--- config.mk ---
export PLATFORM = sky130hd
export DESIGN_NAME = acondicionador_entradas
export DESIGN_NICKNAME = d
export VERILOG_FILES = /design/src/rtl/acondicionador_entradas_pkg.sv /design/src/rtl/acondicionador_entradas_debounce_canal.sv /design/src/rtl/acondicionador_entradas.sv
export SDC_FILE = /design/constraint.sdc
export NUM_CORES = 1
export LEC_CHECK = 0
export CORE_AREA = 2 2 81 83
export DETAILED_ROUTE_END_ITERATION = 12
export DIE_AREA = 0 0 83 85
export PLACE_DENSITY = 0.67
export SLEW_MARGIN = 30
export SYNTH_ARGS = -nofsm -noshare
export SYNTH_HDL_FRONTEND = slang
export SYNTH_SLANG_ARGS = --single-unit
--- constraint.sdc ---
create_clock -name clk -period 3.2 [get_ports clk]
set_clock_uncertainty 0.2 [all_clocks]
set_input_delay 0.64 -clock clk [delete_from_list [all_inputs] [get_ports clk]]
set_output_delay 0.64 -clock clk [all_outputs]
set_load 0.005 [all_outputs]
--- src/rtl/acondicionador_entradas_pkg.sv ---
// Shared constants for the input-conditioning stage: channel map, default
// timing parameters and the debounce FSM state encoding.
package acondicionador_entradas_pkg;

  localparam int unsigned CH_SENSOR_A = 0;
  localparam int unsigned CH_SENSOR_B = 1;
  localparam int unsigned CH_PASO_A   = 2;
  localparam int unsigned CH_PASO_B   = 3;
  localparam int unsigned NUM_CH      = 4;

  localparam int unsigned SAMPLE_DIV_DEF = 50000;
  localparam int unsigned STABLE_N_DEF   = 10;

  localparam logic [0:0] ST_STABLE   = 1'b0;
  localparam logic [0:0] ST_CHANGING = 1'b1;

endpackage

--- src/rtl/acondicionador_entradas_debounce_canal.sv ---
// One conditioning channel: two-flop synchroniser followed by a tick-driven
// debounce FSM. rise_c flags the edge at which the debounced level goes 0->1.
module debounce_canal
  import acondicionador_entradas_pkg::*;
#(
  parameter int unsigned STABLE_N = STABLE_N_DEF
) (
  input  logic clk,
  input  logic rst,
  input  logic raw,
  input  logic sample_tick,
  output logic level,
  output logic rise_c
);

  localparam int unsigned CW = (STABLE_N > 1) ? $clog2(STABLE_N) : 1;

  logic          sync1;
  logic          sync2;
  logic [0:0]    state;
  logic [0:0]    state_nx;
  logic [CW-1:0] cnt;
  logic [CW-1:0] cnt_nx;
  logic          level_nx;

  // Metastability guard on the raw switch
  always_ff @(posedge clk or posedge rst) begin
    if (rst) begin
      sync1 <= 1'b0;
      sync2 <= 1'b0;
    end else begin
      sync1 <= raw;
      sync2 <= sync1;
    end
  end

  always_ff @(posedge clk or posedge rst) begin
    if (rst) begin
      state <= ST_STABLE;
      cnt   <= '0;
      level <= 1'b0;
    end else begin
      state <= state_nx;
      cnt   <= cnt_nx;
      level <= level_nx;
    end
  end

  // Level only flips after STABLE_N consecutive ticks that disagree with it
  always_comb begin
    state_nx = state;
    cnt_nx   = cnt;
    level_nx = level;
    if (sample_tick) begin
      case (state)
        ST_STABLE: begin
          if (sync2 != level) begin
            state_nx = ST_CHANGING;
            cnt_nx   = CW'(1);
          end
        end
        ST_CHANGING: begin
          if (sync2 == level) begin
            state_nx = ST_STABLE;
            cnt_nx   = '0;
          end else if (cnt == CW'(STABLE_N - 1)) begin
            level_nx = ~level;
            state_nx = ST_STABLE;
            cnt_nx   = '0;
          end else begin
            cnt_nx = cnt + CW'(1);
          end
        end
      endcase
    end
  end

  assign rise_c = level_nx & ~level;

endmodule

--- src/rtl/acondicionador_entradas.sv ---
// Conditions the four traffic-light switches: shared sample prescaler, four
// debounce channels, and sticky crossing requests cleared by controller acks.
module acondicionador_entradas
  import acondicionador_entradas_pkg::*;
#(
  parameter int unsigned SAMPLE_DIV = SAMPLE_DIV_DEF,
  parameter int unsigned STABLE_N   = STABLE_N_DEF
) (
  input  logic clk,
  input  logic rst,
  input  logic sensor_a_in,
  input  logic sensor_b_in,
  input  logic paso_a_in,
  input  logic paso_b_in,
  input  logic paso_a_ack,
  input  logic paso_b_ack,
  output logic sensor_a,
  output logic sensor_b,
  output logic paso_a_req,
  output logic paso_b_req
);

  localparam int unsigned PW = (SAMPLE_DIV > 1) ? $clog2(SAMPLE_DIV) : 1;

  logic [PW-1:0]     pre;
  logic              tick_c;
  logic [NUM_CH-1:0] raw_in;
  logic [NUM_CH-1:0] level;
  logic [NUM_CH-1:0] rise_c;
  logic              unused_rise;

  assign tick_c = (pre == PW'(SAMPLE_DIV - 1));

  // Free-running sample prescaler shared by every channel
  always_ff @(posedge clk or posedge rst) begin
    if (rst) begin
      pre <= '0;
    end else if (tick_c) begin
      pre <= '0;
    end else begin
      pre <= pre + PW'(1);
    end
  end

  assign raw_in[CH_SENSOR_A] = sensor_a_in;
  assign raw_in[CH_SENSOR_B] = sensor_b_in;
  assign raw_in[CH_PASO_A]   = paso_a_in;
  assign raw_in[CH_PASO_B]   = paso_b_in;

  for (genvar g = 0; g < NUM_CH; g++) begin : g_canal
    debounce_canal #(
      .STABLE_N (STABLE_N)
    ) u_canal (
      .clk         (clk),
      .rst         (rst),
      .raw         (raw_in[g]),
      .sample_tick (tick_c),
      .level       (level[g]),
      .rise_c      (rise_c[g])
    );
  end

  assign sensor_a    = level[CH_SENSOR_A];
  assign sensor_b    = level[CH_SENSOR_B];
  assign unused_rise = rise_c[CH_SENSOR_A] | rise_c[CH_SENSOR_B];

  // A fresh press beats a coincident ack so no request is ever dropped
  always_ff @(posedge clk or posedge rst) begin
    if (rst) begin
      paso_a_req <= 1'b0;
      paso_b_req <= 1'b0;
    end else begin
      if (rise_c[CH_PASO_A]) begin
        paso_a_req <= 1'b1;
      end else if (paso_a_ack) begin
        paso_a_req <= 1'b0;
      end
      if (rise_c[CH_PASO_B]) begin
        paso_b_req <= 1'b1;
      end else if (paso_b_ack) begin
        paso_b_req <= 1'b0;
      end
    end
  end

endmodule

==> results.ini, run 1 <==
[synth]
muxShareOfSynthArea_pct=1.390
syn_nets=233
synth-edff-count=0
avgSynthCellArea_sq_um=11.25
postSynthCellCount=216
yosys.area_share.xor_xnor_pct=5.767
ys_seq_elements=50
synth_top_family_by_area=simple AND/OR/NAND/NOR gates
yosysSeqAreaShare_pct=51.49
ys_warn_count=0
synth_simple_gate_area_share_pct=20.34
synth_flop_cell=dfrtp_1
synth_compound_area_share_pct=12.67
synth_cell_types=43
syn_area_sq_um=2430
synth_fa_ha_area_share_pct=4.634
ys_async_sr_fraction_pct=100.0

[placed_design]
io_buffer_count=11
gp_congestion=0.7805
dp_hpwl_mm=2.873
place_area_sq_um=2621

[floorplan]
rows=29
die_h_microns=85
core_sq_um=6205
start_util_pct=39.16
ios=12
die_w_microns=83
dieArea_sq_um=7055

[route]
vias=1631
drtPass1Iterations=4
dr.first_iter.drc_count=123
wl_met1_mm=2.051
wl_met3_microns=78
via_per_inst=5.261
drc_errors=0
wl_per_cell_microns=12.97
wl_mm=4.020
met2_length_mm=1.823
top_layer_used=met4
drtAntennaViolNets=0

[global_routing]
grt_pass1_vias=1589
track_usage_pct=12.93
grt_antenna_before_repair=0
grt-ovfl-total=0
grt_pass1_wl_mm=7.514
grt_max_degree=25

[critical_path]
crit_buf_inv=1
cp-start-kind=register
critPathMaxStageDelay_ns=0.41
crit_path_top_delay_cell=dfrtp_1
cp.depth=6
crit_path_end_kind=register
crit_family=simple AND/OR/NAND/NOR gates
crit_type=reg -> reg
crit_fanout=18
crit_chain=ha_1 -> and3_1 -> and4_1 -> buf_4 -> o21ai_1 -> a211o_1
arrival_ns=2.12
required_ns=3.18
reg2regPathDepth=6

[power_and_ir_drop]
vdd_ir_drop_max_uv=229.2
leakagePower_nw=1.199
powerDensity_nw_per_um2=401.3

[cells_and_area]
layout_commonest_cell=dfrtp_1
stdcell_area_sq_um=2730
final_cell_mix=dfrtp_1 (50), nand3_1 (21), nor2_1 (13), inv_1 (11), clkdlybuf4s50_1 (11)
n_antenna_cell=0
final_nets=249
drive_above_1_share_pct=9.013
area_delta_synth_final_pct=12.36

[sta]
slew_violations=0
max_freq_mhz=467.1
hold_slack_ns=0.1544
hold_violations=0
finalSetupViolCount=0
worstMarginPinSlew_ns=0.5152
min_period_ns=2.141
tns_ns=0
slew_headroom_pct=65.60
grt_setup_unrepaired=no
fin_crit_sh_pct=66.90

[clock_network]
clk_latency_ns=0.30
cts_tree=yes
cts.sinks=50
clk_pin_slew_worst_paths_ns=0.08
ctsHoldBuffers=0
clockBufferDepth=2
root_buffer=clkbuf_8
cts_made_buffers=5
cts.htree.levels=2
cts_resized=0
cts_setup_buffers=0

[worst_hold_path]
hold_depth=0
hp-class=reg -> reg

[job]
drv_cap=0

[outcome]
status=completed

-- path summary, 6_finish.rpt --
check,startpoint,to,slack (ns)
worst max-delay path,pre[0]$_DFF_PP0_,g_canal[2].u_canal.cnt[2]$_DFFE_PP0P_,1.06
worst min-delay path,g_canal[1].u_canal.sync1$_DFF_PP0_,g_canal[1].u_canal.sync2$_DFF_PP0_,0.15
worst max register to register,pre[0]$_DFF_PP0_,g_canal[2].u_canal.cnt[2]$_DFFE_PP0P_,1.06
worst min register to register,g_canal[1].u_canal.sync1$_DFF_PP0_,g_canal[1].u_canal.sync2$_DFF_PP0_,0.15
max in group asynchronous,rst,g_canal[0].u_canal.sync1$_DFF_PP0_,1.71
min in group asynchronous,rst,g_canal[0].u_canal.cnt[2]$_DFFE_PP0P_,0.49
-- state kept, by name, indices dropped and copies added, names as in the netlist --
register and flops:
g_canal.u_canal.cnt 16, pre 16, g_canal.u_canal.level 4, g_canal.u_canal.state 4
g_canal.u_canal.sync1 4, g_canal.u_canal.sync2 4, paso_a_req 1, paso_b_req 1
-- layer usage --
layer  GRT usage (%)  vias up
li1                -      819
met1           18.55      794
met2           19.65       13
met3           2.626        5
met4           4.471        0
met5               0        -
-- per-stage QoR --
stage          worst slack [ns]  std cells  power, mW  util (%)
6_report                  1.059        310      1.096     44.00
5_1_grt                  0.9182        310      1.138     44.00
4_1_cts                   1.055        310      1.122     44.00
3_5_place_dp              1.077        302     0.6810     42.25
3_3_place_gp              1.151        302     0.6806     42.25
2_1_floorplan             1.159        216     0.6642         -
-- area by class of cell --
| type | count | area (sq um) |
|---|---|---|
| fill | 570 | 3475 |
| sequential | 50 | 1251 |
| multi-input combinational | 148 | 1089 |
| timing repair buffer | 15 | 140.1 |
| tap | 77 | 96.34 |
| clock buffer | 5 | 68.82 |
| inverter | 12 | 45.04 |
| clock inverter | 3 | 40.04 |
-- synth_stat cells (all sizes together), types with 5 or more instances --
| master | number | area, sq um |
|---|---|---|
| dfrtp | 50 | 1251 |
| nand3 | 21 | 105.1 |
| nor2 | 13 | 48.80 |
| inv | 12 | 45.04 |
| ha | 9 | 112.6 |
| o21ai | 9 | 45.04 |
| xor2 | 9 | 78.83 |
| nand4 | 8 | 65.06 |
| o2bb2ai | 8 | 70.07 |
| xnor2 | 7 | 61.31 |
| nand2 | 6 | 22.52 |
| and3 | 5 | 31.28 |
| nand3b | 5 | 37.54 |
-- logic make-up after synthesis --
logic type	after synthesis
and+or+nand+nor	81
DFF	50
xor gates and xnor gates	16
muxes	3
adders and majority gates	9
buffers and inverters	18
AOI/OAI and AO/OA	39
-- report_power, final --
group / internal (mW) / total, mW / switching, mW
logic: 0.0105 / 0.0279 / 0.0174
clock network: 0.230 / 0.429 / 0.199
registers: 0.636 / 0.639 / 0.00237
total: 0.877 / 1.10 / 0.219
-- worst reg2reg max path: stages (launching register included) --
cell and delay (ns):
dfrtp_1 0.41, ha_1 0.22, and3_1 0.30, and4_1 0.24, buf_4 0.22, o21ai_1 0.14, a211o_1 0.31
Power figures use the tool's default switching activity.
==> run 2: changes to the inputs <==
==> constraint.sdc (replaced) <==
create_clock -name clk -period 2.2 [get_ports clk]
set_clock_uncertainty 0.2 [all_clocks]
set_input_delay 0.44 -clock clk [delete_from_list [all_inputs] [get_ports clk]]
set_output_delay 0.44 -clock clk [all_outputs]
set_load 0.005 [all_outputs]
==> results.ini, run 2 (synthesis results as in run 1) <==
[placed_design]
io_buffer_count=11  ; unchanged
place_ws_ns=0.1332  ; -0.9441 ns
gp_congestion=0.7935  ; +1.7%
dp_hpwl_mm=3.047  ; +6.1%
place_area_sq_um=2676  ; +2.1%

[critical_path]
required_ns=2.20  ; -0.98 ns
crit_family=simple AND/OR/NAND/NOR gates
crit_path_top_delay_cell=dfrtp_1
arrival_ns=2.04  ; -0.08 ns
reg2regPathDepth=6  ; unchanged
cp-start-kind=register
critPathMaxStageDelay_ns=0.39  ; -0.02 ns
reg2reg_from=pre[0]$_DFF_PP0_
crit_chain=ha_1 -> and3_1 -> buf_4 -> nand4_4 -> nor2_1 -> mux2_2
cp.depth=6  ; unchanged
crit_path_end_kind=register
crit_buf_inv=1  ; unchanged
rrSetupSlack_ns=0.16  ; -0.90 ns
crit_fanout=15  ; -3
crit_start=pre[0]$_DFF_PP0_
reg2reg_to=g_canal[0].u_canal.level$_DFFE_PP0P_
crit_type=reg -> reg

[sta]
finalSetupViolCount=0  ; unchanged
max_freq_mhz=489.0  ; +4.7%
hold_slack_ns=0.1513  ; -0.003075 ns
slew_violations=0  ; unchanged
tns_ns=0  ; unchanged
grt_setup_unrepaired=no
timing.final.ws_setup_ns=0.1551  ; -0.9041 ns
worstMarginPinSlew_ns=0.4215  ; -0.09367 ns
fin_crit_sh_pct=92.95  ; +26 points
slew_headroom_pct=71.80  ; +6.2 points
hold_violations=0  ; unchanged
min_period_ns=2.045  ; -0.09585 ns

[cells_and_area]
fillers=582  ; +2.1%
final_cell_mix=dfrtp_1 (50), nand3_1 (21), nor2_1 (13), inv_1 (11), clkdlybuf4s50_1 (11)
area_delta_synth_final_pct=14.68
reg_top3=g_canal.u_canal.cnt (16), pre (16)
drive_above_1_share_pct=10.97  ; +2.0 points
regArea_sq_um=1251  ; unchanged
layout_commonest_cell=dfrtp_1
multi_input_area_sq_um=1090  ; +0.12%
final_nets=253  ; +1.6%
n_antenna_cell=0  ; unchanged
stdcell_area_sq_um=2786  ; +2.1%

[global_routing]
grt-ovfl-total=0  ; unchanged
grt_max_degree=19  ; -24%
grt_pass1_vias=1692  ; +6.5%
track_usage_pct=13.30  ; +0.38 points
grt_pass1_wl_mm=7.693  ; +2.4%
grt_antenna_before_repair=0  ; unchanged

[outcome]
status=completed

[clock_network]
clk_latency_ns=0.30  ; about the same
clockBufferDepth=2  ; unchanged
cts_setup_buffers=0  ; unchanged
clk_pin_slew_worst_paths_ns=0.10  ; +0.02 ns
cts.sinks=50  ; unchanged
cts.htree.levels=2  ; unchanged
ctsHoldBuffers=0  ; unchanged
root_buffer=clkbuf_8
cts_resized=0  ; unchanged
cts_made_buffers=5  ; unchanged
cts_tree=yes

[route]
vias=1674  ; +2.6%
drc_errors=0  ; unchanged
via_per_inst=5.331  ; +1.3%
drtAntennaViolNets=0  ; unchanged
drtPass1Iterations=4  ; unchanged
dr.first_iter.drc_count=94  ; -24%
wl_mm=4.189  ; +4.2%
wl_per_cell_microns=13.34  ; +2.9%

[floorplan]
die_w_microns=83  ; unchanged
start_util_pct=39.16  ; unchanged
rows=29  ; unchanged
dieArea_sq_um=7055  ; unchanged
core_sq_um=6205  ; unchanged
die_h_microns=85  ; unchanged
ios=12  ; unchanged

[worst_hold_path]
min_from=g_canal[1].u_canal.sync1$_DFF_PP0_
hold_depth=0  ; unchanged
hp-class=reg -> reg
hold_end=g_canal[1].u_canal.sync2$_DFF_PP0_

[power_and_ir_drop]
leakagePower_nw=1.228  ; +2.4%
powerDensity_nw_per_um2=577.6  ; +44%
vdd_ir_drop_max_uv=382.9  ; +67%

[job]
drv_cap=0  ; unchanged

[run 2: changes by cell type in the layout (fill, tap and decap cells not counted)]
cell / change
and4_1: -1
and4_2: +1
buf_12: +2
buf_4: +2
[run 2: report_power, final]
| part | internal (mW) | switching (mW) | leakage [nW] |
|---|---|---|---|
| Sequential | 0.926 | 0.00368 | 0.666 |
| Combinational | 0.0200 | 0.0257 | 0.504 |
| Clock | 0.335 | 0.299 | 0.0579 |
[run 2: stage by stage]
step                      util [%]  std cells  total power [mW]
after global routing         44.91        314             1.678
after floorplan                  -        216            0.9662
final                        44.91        314             1.609
after CTS                    44.89        314             1.636
after global placement       43.13        306            0.9949
after detailed placement     43.13        306            0.9958
[run 2: worst max path at each step]
stage | endpoint | slack [ns]
2_1_floorplan | g_canal[0].u_canal.cnt[0]$_DFFE_PP0P_ | 0.36
3_3_place_gp | g_canal[1].u_canal.level$_DFFE_PP0P_ | 0.21
3_5_place_dp | g_canal[0].u_canal.level$_DFFE_PP0P_ | 0.13
4_1_cts | g_canal[0].u_canal.level$_DFFE_PP0P_ | 0.14
5_1_grt | g_canal[2].u_canal.cnt[2]$_DFFE_PP0P_ | 0.005
6_report | g_canal[0].u_canal.level$_DFFE_PP0P_ | 0.16
[run 2: final cells by class]
class | count | area share, %
inverters | 12 | 1.617
clock buffers | 5 | 2.470
flip-flops and latches | 50 | 44.90
well taps | 77 | 3.458
multi-input cells | 148 | 39.11
clock inverters | 3 | 1.437
repair buffers | 19 | 7.005
[run 2: per-layer routing]
metal | GRT usage, % | part of all wire, %
met1 | 16.66 | 46
met2 | 22.73 | 51
met3 | 2.432 | 2.0
met4 | 5.663 | 1.8
met5 | 0 | 0
==> variant 1, RTL diff (flow settings as in run 2) <==
Reset style: synchronous (`rst`), changed in 4 clocked blocks.
--- a/src/rtl/acondicionador_entradas_debounce_canal.sv
+++ b/src/rtl/acondicionador_entradas_debounce_canal.sv
@@ -25,5 +25,5 @@
 
   // Metastability guard on the raw switch
-  always_ff @(posedge clk or posedge rst) begin
+  always_ff @(posedge clk) begin
     if (rst) begin
       sync1 <= 1'b0;
@@ -35,5 +35,5 @@
   end
 
-  always_ff @(posedge clk or posedge rst) begin
+  always_ff @(posedge clk) begin
     if (rst) begin
       state <= ST_STABLE;
--- a/src/rtl/acondicionador_entradas.sv
+++ b/src/rtl/acondicionador_entradas.sv
@@ -33,5 +33,5 @@
 
   // Free-running sample prescaler shared by every channel
-  always_ff @(posedge clk or posedge rst) begin
+  always_ff @(posedge clk) begin
     if (rst) begin
       pre <= '0;
@@ -66,5 +66,5 @@
 
   // A fresh press beats a coincident ack so no request is ever dropped
-  always_ff @(posedge clk or posedge rst) begin
+  always_ff @(posedge clk) begin
     if (rst) begin
       paso_a_req <= 1'b0;
Formal check against the unedited RTL: same outputs for any inputs over 10 cycles, from zero or initial values and one cycle with rst high; that may be too few to reach the edited logic, so the function may still have changed.
==> variant 1 against run 2 <==
- total power is 1.3% higher
- sequential cell count stayed put
- final area hardly changed
- routed wire length is 16% higher
- area after synthesis is 0.72% lower
- setup slack worse by 53 ps
- sequential power is 0.8% lower
- critical endpoint is now g_canal[3].u_canal.cnt[1]
- largest power group unchanged
- highest routed layer unchanged
==> variant 1: results (changes against run 2) <==
{
  "post_route_cells_drive_above_1_share": {"value": 10.2, "unit": "%", "change": "-0.77 points"},
  "grt_start_max_net_pins": {"value": 36, "change": "+17"},
  "intPower": {"value": 1.28, "unit": "mW", "change": "+0.24%"},
  "detailedRoute.firstIterationViolations": {"value": 99, "change": "+5.3%"},
  "reg2reg_setup_slack": {"value": 100, "unit": "ps", "change": "-50 ps"},
  "grt_use_total": {"value": 14.6, "unit": "%", "change": "+1.3 points"},
  "synth.lib_cells_used.distinct": {"value": 42, "change": "-2.3%"},
  "combPwrFrac": {"value": 3.5, "unit": "%", "change": "+0.7 points"},
  "max_stage_delay": {"value": 620, "unit": "ps", "change": "+230 ps"},
  "grt_util_met1": {"value": 18.8, "unit": "%", "change": "+2.1 points"},
  "worstHoldPathCells": {"value": 1, "change": "+1"},
  "seq_area": {"value": 1000, "unit": "um2", "change": "-20%"},
  "synthesis.instances": {"value": 274, "change": "+27%"},
  "peakVddDrop": {"value": 0.268, "unit": "mV", "change": "-30%"},
  "numPlacedInstances": {"value": 363, "change": "+19%"},
  "slew_headroom": {"value": 74.6, "unit": "%", "change": "+2.8 points"},
  "syn_nets": {"value": 291, "change": "+25%"},
  "timing.hold.ws": {"value": 244, "unit": "ps", "change": "+92.6 ps"},
  "vias": {"value": 2006, "change": "+20%"},
  "postSynth.asyncResetShare": {"value": 0, "unit": "%", "change": "-100 points"},
  "status": "finished, final reports clean",
  "ys_seq_area_share": {"value": 41.5, "unit": "%", "change": "-10 points"},
  "power_density": {"value": 585, "unit": "nW/um2", "change": "+1.3%"},
  "detailedPlacementHpwl": {"value": 3.32, "unit": "mm", "change": "+8.9%"},
  "grt.met2_usage": {"value": 23.7, "unit": "%", "change": "+0.95 points"},
  "clkcell_share": {"value": 3.95, "unit": "%", "change": "+0.043 points"},
  "seq_cell_power": {"value": 922, "unit": "uW", "change": "-0.8%"},
  "worstReg2RegEnd": "g_canal[3].u_canal.cnt[1]",
  "synthesis.area": {"value": 2410, "unit": "um2", "change": "-0.72%"},
  "numSequentialCells": {"value": 50, "change": "unchanged"},
  "timing.critical_path.arrival": {"value": 2140, "unit": "ps", "change": "+100 ps"},
  "layout.cells.non_filler": {"value": 371, "change": "+18%"},
  "most_used_standard_cells_in_the_synthesized_netlist": "50 x sky130_fd_sc_hd__dfxtp_1, 25 x sky130_fd_sc_hd__a21oi_1, 20 x sky130_fd_sc_hd__o21ai_0",
  "worst-path-max-fanout": {"value": 4, "change": "-11"},
  "place_congestion": {"value": 0.811, "change": "+2.3%"},
  "cp_slowest_cell": "sky130_fd_sc_hd__or4b_2",
  "area.growth.synth_to_final_pct": 15.6,
  "routedWlPerCell": {"value": 13.1, "unit": "um", "change": "-1.8%"},
  "grt_pass1_wl": {"value": 8.69, "unit": "mm", "change": "+13%"},
  "routed_wire_length_on_met3": {"value": 131, "unit": "um", "change": "+60%"},
  "final.clkbuf_count": {"value": 6, "change": "+1"}
}
variant 1: cell count changes after synthesis, moves of 4 or more:
| cell | change |
|---|---|
| sky130_fd_sc_hd__dfrtp_1 | -50 |
| sky130_fd_sc_hd__dfxtp_1 | +50 |
| sky130_fd_sc_hd__a21oi_1 | +25 |
| sky130_fd_sc_hd__o21ai_0 | +14 |
| sky130_fd_sc_hd__nand2_1 | +8 |
| sky130_fd_sc_hd__o2bb2ai_1 | -8 |
| sky130_fd_sc_hd__or3_1 | +7 |
| sky130_fd_sc_hd__or4_1 | +7 |
| sky130_fd_sc_hd__a211oi_1 | +6 |
| sky130_fd_sc_hd__clkbuf_1 | +6 |
| sky130_fd_sc_hd__nor2b_1 | +6 |
| sky130_fd_sc_hd__a31oi_1 | +5 |
| sky130_fd_sc_hd__a21o_1 | -4 |
| sky130_fd_sc_hd__o21a_1 | -4 |
variant 1: logic make-up after synthesis:
family                   synth area share, %
XOR/XNOR                                4.72
AND/OR/NAND/NOR                         28.5
flip-flops                              41.5
adder cells (fa/ha/maj)                 4.67
AO/OA/AOI/OAI                           14.2
buffers and inverters                   4.67
multiplexers                            1.76
variant 1: how the worst max path moves through the flow:
stage,start,slack [ps],end,depth (start not counted)
2_1_floorplan,g_canal[3].u_canal.cnt[1],160,g_canal[3].u_canal.cnt[1],6
3_3_place_gp,pre[0],150,g_canal[0].u_canal.cnt[3],5
3_5_place_dp,pre[0],70,g_canal[0].u_canal.cnt[3],5
4_1_cts,pre[0],70,g_canal[0].u_canal.cnt[3],5
5_1_grt,pre[8],10,g_canal[3].u_canal.cnt[2],5
6_report,g_canal[3].u_canal.cnt[1],100,g_canal[3].u_canal.cnt[1],6
==> variant 2, RTL diff (settings of run 2) <==
Without the edit above. Set the package constant `STABLE_N_DEF` to 9 (it was 10).
--- a/src/rtl/acondicionador_entradas_pkg.sv
+++ b/src/rtl/acondicionador_entradas_pkg.sv
@@ -10,5 +10,5 @@
 
   localparam int unsigned SAMPLE_DIV_DEF = 50000;
-  localparam int unsigned STABLE_N_DEF   = 10;
+  localparam int unsigned STABLE_N_DEF   = 9;
 
   localparam logic [0:0] ST_STABLE   = 1'b0;
Formal check against the unedited RTL: no difference found for any inputs over 10 cycles, from zero or initial values and one cycle with rst high; that may be too few to reach the edited logic, so the function may still have changed.
==> variant 2 against run 2 <==
- sequential power barely moved
- count of clock-buffer cells in the layout did not move
- cell count rose by 2.2%
- routed wire length fell by 2.0%
- sequential cell count did not move
- global-route usage fell by 0.33 points
- area after synthesis rose by 0.51%
- final area barely moved
- total power fell by 0.10%
- setup slack got worse by 5.3 ps
==> variant 2: results (changes against run 2) <==
{
  "status": "finished, final reports clean",
  "detailedRoute.firstIterationViolations": {"value": 64, "change": "-32%"},
  "detailedPlacementHpwl": {"value": 2.89, "unit": "mm", "change": "-5.0%"},
  "timing.hold.ws": {"value": 145, "unit": "ps", "change": "-5.97 ps"},
  "largestRegisters": "g_canal.u_canal.cnt: 16 flops, pre: 16 flops",
  "met1_length": {"value": 1.94, "unit": "mm", "change": "+1.6%"},
  "ys_seq_area_share": {"value": 51.2, "unit": "%", "change": "-0.26 points"},
  "leak_pwr": {"value": 1.23, "unit": "nW", "change": "+0.51%"},
  "number_of_gates_given_a_new_drive_strength_after_cts": {"value": 0, "change": "unchanged"},
  "use_met3": {"value": 2.92, "unit": "%", "change": "+0.49 points"},
  "grt_util_met1": {"value": 16.7, "unit": "%", "change": "+0.073 points"},
  "postSynth.asyncResetShare": {"value": 100, "unit": "%", "change": "unchanged"},
  "wirelength": {"value": 4.11, "unit": "mm", "change": "-2.0%"},
  "most_used_standard_cells_in_the_synthesized_netlist": "50 x sky130_fd_sc_hd__dfrtp_1, 21 x sky130_fd_sc_hd__nand2_1, 19 x sky130_fd_sc_hd__inv_1",
  "vias_in_the_first_global_route": {"value": 1643, "change": "-2.9%"},
  "timing.reg2reg.worst_path_depth": {"value": 5, "change": "-1"},
  "syn_nets": {"value": 239, "change": "+2.6%"},
  "grt_use_total": {"value": 13.0, "unit": "%", "change": "-0.33 points"},
  "grt.met2_usage": {"value": 21.6, "unit": "%", "change": "-1.1 points"},
  "worst-path-max-fanout": {"value": 17, "change": "+2"},
  "vias": {"value": 1676, "change": "+0.12%"},
  "netlist_top_cells_area": "sky130_fd_sc_hd__dfrtp_1 51%, sky130_fd_sc_hd__ha_1 4.6%, sky130_fd_sc_hd__xnor2_1 3.9%",
  "routed_wire_length_on_met3": {"value": 98, "unit": "um", "change": "+20%"},
  "peakVddDrop": {"value": 0.343, "unit": "mV", "change": "-10%"},
  "synth.lib_cells_used.distinct": {"value": 42, "change": "-2.3%"},
  "post_route_cells_drive_above_1_share": {"value": 11.9, "unit": "%", "change": "+0.91 points"},
  "grt_start_max_net_pins": {"value": 51, "change": "+32"},
  "n_antenna_cell": {"value": 0, "change": "unchanged"},
  "slew_headroom": {"value": 75.7, "unit": "%", "change": "+3.9 points"},
  "cp-endpoint": "g_canal[0].u_canal.cnt[3]",
  "routed_length_on_met2": {"value": 2.03, "unit": "mm", "change": "-4.1%"}
}
## variant 2: cell count changes after synthesis, moves of 5 or more
cell,before,now
sky130_fd_sc_hd__inv_1,12,19
sky130_fd_sc_hd__o21ai_0,6,0
sky130_fd_sc_hd__nand2_1,6,21
sky130_fd_sc_hd__a22o_1,1,7
sky130_fd_sc_hd__and2_1,1,6
sky130_fd_sc_hd__nand3b_1,5,0
sky130_fd_sc_hd__o2bb2ai_1,8,0
sky130_fd_sc_hd__nand3_1,21,13
## variant 2: stage by stage
stage | std cells | utilization (%) | instance area [um2] | setup slack [ps]
6_report | 321 | 44.9 | 2790 | 150
5_1_grt | 321 | 44.9 | 2790 | 14.9
4_1_cts | 318 | 44.5 | 2760 | 121
3_5_place_dp | 310 | 42.8 | 2650 | 139
3_3_place_gp | 310 | 42.8 | 2650 | 223
2_1_floorplan | 222 | - | 2440 | 356
## variant 2: cells by family after synthesis
kind of cell	count (synthesis)	share of synthesized area, %
buffers and inverters	22	4.15
flip-flops	50	51.2
XOR/XNOR	19	6.81
adder cells (fa/ha/maj)	9	4.61
multiplexers	5	2.41
AO/OA/AOI/OAI	38	12.0
AND/OR/NAND/NOR	79	18.8
## variant 2: what timing repair did
| action | in CTS | in global routing |
|---|---|---|
| hold buffers | 0 | 0 |
| setup endpoints to repair | 0 | 1 |
| buffers inserted | 0 | 3 |
## variant 2: report_power, final
part           internal [mW]  switching [mW]  leakage, nW
Sequential             0.925         0.00430        0.666
Clock                  0.335           0.300       0.0579
Combinational         0.0186          0.0242        0.510
## variant 2: layout make-up
cell class	count	area (um2)
Tap cell	77	96.3
Inverter	19	71.3
Clock inverter	3	40.0
Clock buffer	5	68.8
Timing Repair Buffer	17	168
Sequential cell	50	1250
Multi-Input combinational cell	150	1090
Fill cell	571	3420
